<file path="src/rtl/full_adder_pkg.sv">
// Shared definitions for the dual-implementation full adder.
//   Y_W    : width of the {carry,sum} result
//   fa_ref : behavioural reference, returns a + b + c zero-extended to Y_W bits
package full_adder_pkg;

   localparam int Y_W = 2;

   function automatic logic [Y_W-1:0] fa_ref(input logic a, input logic b, input logic c);
      return {1'b0, a} + {1'b0, b} + {1'b0, c};
   endfunction

endpackage

</file>
<file path="src/rtl/fa_gates.sv">
// Gate-level 1-bit full adder built only from primitive gate instances.
// Ports:
//   sum   out  (a ^ b) ^ c
//   carry out  (a & b) | (c & (a ^ b))
//   a, b  in   addend bits
//   c     in   carry-in bit
module fa_gates (
   output logic sum,
   output logic carry,
   input  logic a,
   input  logic b,
   input  logic c
);

   logic ab_x;
   logic ab_a;
   logic cab_a;

   xor u_x0 (ab_x, a, b);
   xor u_x1 (sum, ab_x, c);
   and u_a0 (ab_a, a, b);
   and u_a1 (cab_a, c, ab_x);
   or  u_o0 (carry, ab_a, cab_a);

endmodule

</file>
<file path="src/rtl/full_adder_dual.sv">
// Self-checking full adder cell: the same sum is computed by a gate netlist
// and by a behavioural expression, both are registered, and the registered
// results are compared every valid cycle.
// Ports:
//   clk, rst_n     clock, asynchronous active-low reset
//   in_valid       qualifies a, b, c
//   a, b, c        input bits
//   out_valid      registered in_valid
//   y_structural   registered {carry,sum} from fa_gates
//   y_other        registered {carry,sum} from fa_ref
//   mismatch       registered compare, 0 whenever out_valid is 0
//   err_sticky     set by any mismatch, cleared only by reset
//   vec_count      accepted vectors modulo 2^CNT_W
module full_adder_dual
   import full_adder_pkg::*;
#(
   parameter int CNT_W = 8
) (
   input  logic             clk,
   input  logic             rst_n,
   input  logic             in_valid,
   input  logic             a,
   input  logic             b,
   input  logic             c,
   output logic             out_valid,
   output logic [Y_W-1:0]   y_structural,
   output logic [Y_W-1:0]   y_other,
   output logic             mismatch,
   output logic             err_sticky,
   output logic [CNT_W-1:0] vec_count
);

   logic             sum_s;
   logic             carry_s;
   logic [Y_W-1:0]   y_gate;
   logic [Y_W-1:0]   y_beh;

   logic             out_valid_d,  out_valid_q;
   logic [Y_W-1:0]   y_str_d,      y_str_q;
   logic [Y_W-1:0]   y_oth_d,      y_oth_q;
   logic             mismatch_d,   mismatch_q;
   logic             err_sticky_d, err_sticky_q;
   logic [CNT_W-1:0] vec_count_d,  vec_count_q;

   fa_gates u_gates (
      .sum   (sum_s),
      .carry (carry_s),
      .a     (a),
      .b     (b),
      .c     (c)
   );

   assign y_gate = {carry_s, sum_s};
   assign y_beh  = fa_ref(a, b, c);

   always_comb begin
      out_valid_d  = in_valid;
      y_str_d      = y_str_q;
      y_oth_d      = y_oth_q;
      mismatch_d   = 1'b0;
      vec_count_d  = vec_count_q;
      if (in_valid) begin
         y_str_d     = y_gate;
         y_oth_d     = y_beh;
         // Compare the values being captured so mismatch lines up with the y outputs.
         mismatch_d  = (y_gate != y_beh);
         vec_count_d = vec_count_q + 1'b1;
      end
      err_sticky_d = err_sticky_q | mismatch_d;
   end

   always_ff @(posedge clk or negedge rst_n) begin
      if (!rst_n) begin
         out_valid_q  <= 1'b0;
         y_str_q      <= '0;
         y_oth_q      <= '0;
         mismatch_q   <= 1'b0;
         err_sticky_q <= 1'b0;
         vec_count_q  <= '0;
      end else begin
         out_valid_q  <= out_valid_d;
         y_str_q      <= y_str_d;
         y_oth_q      <= y_oth_d;
         mismatch_q   <= mismatch_d;
         err_sticky_q <= err_sticky_d;
         vec_count_q  <= vec_count_d;
      end
   end

   assign out_valid    = out_valid_q;
   assign y_structural = y_str_q;
   assign y_other      = y_oth_q;
   assign mismatch     = mismatch_q;
   assign err_sticky   = err_sticky_q;
   assign vec_count    = vec_count_q;

endmodule

</file>
<file path="config.mk">
export PLATFORM = sky130hd
export DESIGN_NAME = full_adder_dual
export DESIGN_NICKNAME = d
export VERILOG_FILES = /design/src/rtl/full_adder_pkg.sv /design/src/rtl/fa_gates.sv /design/src/rtl/full_adder_dual.sv
export SDC_FILE = /design/constraint.sdc
export NUM_CORES = 1
export LEC_CHECK = 0
export ABC_AREA = 1
export CAP_MARGIN = 20
export CORE_MARGIN = 3
export CORE_UTILIZATION = 42
export DETAILED_ROUTE_END_ITERATION = 16
export PLACE_DENSITY = 0.85
export SYNTH_ARGS = -nofsm -noshare
export SYNTH_HDL_FRONTEND = slang
export SYNTH_SLANG_ARGS = --single-unit
</file>
<file path="constraint.sdc">
create_clock -name clk -period 1.4 [get_ports clk]
set_input_delay 0.21 -clock clk [delete_from_list [all_inputs] [get_ports clk]]
set_output_delay 0.21 -clock clk [all_outputs]
set_load 0.05 [all_outputs]
</file>
* After elaboration in Yosys (flattened, before gate mapping) *
Cells that the tools add are included.

word-level totals
  bits in registers = 15
  bits of input ports = 6
  output and inout port bits = 15
  word-level logic and storage cells = 17

operators by class
  $add $sub $neg = 3
  equality and inequality tests = 1
  mux-type cells = 1
  bitwise logic cells = 6

operators by type and width
  kind                                                            count
  8-bit by 1-bit adder with 8-bit output (second input constant)  1
  1-bit by 1-bit adder with 2-bit output                          1
  2-bit by 1-bit adder with 2-bit output                          1
  1-bit bitwise AND                                               2
  2-bit != test                                                   1
  1-bit OR                                                        2
  1-bit XOR                                                       2
  1-bit two-way mux                                               1

* Depth between registers and ports, before layout *
  depth after elaboration = 6
  mapped depth = 7
  mapped depth without buffers = 7

* Hierarchy *
A second synthesis with hierarchy kept.

unflattened totals
  cell total of the unflattened synthesis = 84
  area total of the unflattened synthesis = 743.2 um^2

by module, submodules not included
  module           instances  cells an instance  area each (um^2)  seq. area each (um^2)
  full_adder_dual  1          83                 723.2             375.4
  fa_gates         1          1                  20.0              0.0

* Least setup slack after synthesis *
OpenSTA, ideal clock, no wires.

  kind = register to register
  from = reg vec_count_q[0], in the netlist vec_count[0]
  to = reg vec_count_q[6], in the netlist vec_count[6]
  library setup time = 113 ps
  arrival = 1313 ps
  data required time = 1287 ps
  slack = -26 ps
  stages on the path, launching flop included = 7
  buffers on the path = 0
  period minus slack after synthesis = 1426 ps
  cell sequence = dfrtp_1 ha_1 nand2_4 nor2_4 nand3_1 nand2_1 inv_1

on the way
  longest elaborated chain between the ends = 1

RTL lines
  element                                 RTL line               source
  start, declared                         full_adder_dual.sv:43  logic [CNT_W-1:0] vec_count_d, vec_count_q;
  start signal, assigned                  full_adder_dual.sv:86  vec_count_q <= vec_count_d;
  8-bit by 1-bit adder with 8-bit output  full_adder_dual.sv:67  vec_count_d = vec_count_q + 1'b1;

No other way between the ends.
A chain may end at the register's enable or synchronous reset.

* Worst setup path after layout *
  from = in a
  to = reg y_str_q[0], in the netlist y_structural[0]

on the way
  longest elaborated chain between the ends = 2

RTL lines
  element               RTL line               source
  start, declared       full_adder_dual.sv:22  input logic a,
  1-bit XOR             fa_gates.sv:19         xor u_x0 (ab_x, a, b);
  1-bit XOR             fa_gates.sv:20         xor u_x1 (sum, ab_x, c);
  net sum_s             full_adder_dual.sv:33  logic sum_s;
  end signal, assigned  full_adder_dual.sv:82  y_str_q <= y_str_d;
  end, declared         full_adder_dual.sv:39  logic [Y_W-1:0] y_str_d, y_str_q;

The timed path passes the listed nets, and every way through them passes these cells.

==> reports/summary.txt <==
Crit-path cells -> clkdlybuf4s50_1, fa_1, mux2_2
R2R depth -> 7
Crit-path leading delay family -> adder cells
Routed via count -> 440
# Post-CTS Setup Buffers -> 0
Status -> finished clean
Worst path required time -> 1560 ps
PnR worst setup slack -> 173 ps
RSZ-0062 raised after global routing -> no
Compound-Gate Fraction of Synth Area -> 0%
CP Data Arrival Time -> 1390 ps
Die area -> 1940 um2
Final Instance Area -> 997 um2
#FFs+latches synth -> 13
Htree depth -> 1
Crit Path Max Fanout -> 1
Placed cell area -> 971 um2
Initial antenna violation count -> 0
Adder-cell share of the synthesized area -> 5.35%
Critical path endpoint category -> flip-flop
Dpl hpwl -> 955 um
CP startpoint kind -> input pin
Die X -> 44.1 um
Fmax -> 0.815 GHz
CTS tree -> yes
Min-delay worst type -> in -> async
Final wirelength -> 1.21 mm
Largest net degree at the start of global routing -> 8
Synth area leader -> dfrtp_1
Main area contributors after synthesis -> dfrtp_1 (53%), nand2_1 (8.0%), xor2_1 (5.8%)
Main combinational cell family by area after synthesis -> simple AND/OR/NAND/NOR gates
Synth-to-layout area growth -> 64.0%
Number of synthesized flops with an enable pin -> 0
CTS hold repair buffers -> 0
Area of the core -> 1330 um2
Final #Nets -> 88
Clk root buf -> clkbuf_4
Max cap viols -> 0
XOR/XNOR Fraction of Synth Area -> 5.76%
CTS sink cnt -> 13
Worst VDD drop -> 1.17 mV
Total of warnings raised by yosys -> 0
Place WS -> -127 ps
Final clock skew -> 2.01 ps
CTS max path bufs -> 2
Netlist cell types -> 17
# IOs -> 21
Clock Latency Late Sink -> 270 ps
Die height -> 44.1 um
Post-cts sizing count -> 0
Post-synthesis sequential area ratio -> 53.5%
Mapped cell area -> 608 um2
Post-Synthesis Cells -> 56
Simple-gate portion of the synthesized area -> 20.0%
Part of the cycle the worst path needs -> 87.6%
Post-synth top cells -> dfrtp_1 (13), nand2_1 (13), inv_1 (7)
Final antenna-violating net count -> 0
Post-layout minimum cycle time -> 1230 ps
Initial DRC count -> 4
Synth Net Count -> 64
DRC viols -> 0
LEAKAGE -> 0.000494 uW
Total CTS buffers -> 3
Slowest stage delay, CP -> 470 ps
Critical path class -> in -> reg
Ant diodes -> 0
Worst R2R Start -> vec_count[0]
PwrDens -> 2290 nW/um2
Routability cong. -> 0.689
Share of cells above drive strength 1 -> 38.0%
First-pass iteration count of the detailed router -> 5
Grt total ovfl -> 0
Pwr Total -> 2280 uW
Clock transition at path regs -> 80 ps
Syn avg cell area -> 10.9 um2
Overall routing resource usage -> 15.7%
Avg Vias per Cell -> 4.68
# rows -> 13
Max-slew violation count -> 0
Initial Util -> 45.6%
Final setup fails -> 0
CP max-delay cell -> fa_1
Worst R2R Setup Slack -> 260 ps
Global-route wire length before repair -> 2.10 mm
I/O Buffers -> 20
Fraction of registers with async set/reset -> 100%
Synth Flop Type -> dfrtp_1
Post-synthesis mux area share -> 5.56%
FF-to-FF End -> vec_count[6]
CP bufs+invs -> 1
Synth top area share -> 53.5%
Final Hold Violating Endpoints -> 0
Vias in the first global route -> 485
DR WL/cell -> 12.9 um
-- report_power, final --
part | leakage, uW | switching (uW) | internal (uW) | total [uW]
Clock | 0.0000150 | 121 | 110 | 231
Combinational | 0.000327 | 707 | 635 | 1340
Sequential | 0.000152 | 211 | 501 | 711
-- kinds of logic after synthesis --
family                   after synthesis
adder cells (fa/ha/maj)                2
multiplexers                           3
flip-flops                            13
buffers and inverters                 11
other                                  1
XOR/XNOR                               4
AND/OR/NAND/NOR                       22
-- worst reg2reg max path: stages, from the launching register on --
cell     delay (ps)
dfrtp_2         470
ha_1            250
nand2_4          90
nor2_4           40
nand2_1          60
nand2_1          50
nand2_1          50
inv_1            30
-- metal layers --
metal / vias up / part of all wire [%] / GRT usage [%]
li1: 211 / - / -
met1: 209 / 37 / 16.7
met2: 16 / 55 / 26.5
met3: 4 / 5.9 / 5.69
met4: 0 / 1.5 / 9.04
met5: - / 0 / 0
-- placed cells by master (no fill, tap or decap) --
cell             count
dfrtp_2              1
nor2_1               1
clkdlybuf4s50_1      5
conb_1               1
mux2_2               3
nor2_4               2
xor2_1               4
nand3_1              2
nand2_4              2
clkbuf_4             3
clkbuf_1             1
dfrtp_1             12
nand3b_1             1
inv_1                7
buf_12              15
nand2_1             13
fa_1                 1
ha_1                 1
buf_4                3
nand2_2              1
-- stage by stage --
step / utilization, % / setup TNS [ps] / hold WS [ps] / instances
finish: 74.8 / 0 / 185 / 94
floorplan: - / 0 / -85.6 / 56
detailed placement: 72.8 / -217 / 426 / 90
global placement: 72.8 / -140 / 424 / 90
CTS: 74.8 / 0 / 189 / 94
global route: 74.8 / 0 / 194 / 94
-- sequential cells by signal, indices dropped and copies added (netlist names) --
signal	flops
out_valid	1
y_structural	2
err_sticky	1
vec_count	8
mismatch	1
-- layout make-up --
class,count,area [um2]
timing repair buffer,23,373
fill,99,337
sequential,13,327
multi-input combinational,32,226
inverter,7,26.3
clock buffer,4,26.3
tap,15,18.8
-- worst max path at each step --
| stage | startpoint | to | slack [ps] | cells past startpoint |
|---|---|---|---|---|
| 6_report | a | y_structural[0] | 170 | 3 |
| 5_1_grt | a | y_structural[0] | 130 | 3 |
| 3_3_place_gp | a | y_structural[0] | -90 | 3 |
| 3_5_place_dp | a | y_structural[0] | -130 | 3 |
| 2_1_floorplan | vec_count[1] | vec_count[6] | 30 | 6 |
| 4_1_cts | a | y_structural[0] | 160 | 3 |
Power figures use the tool's default switching activity.
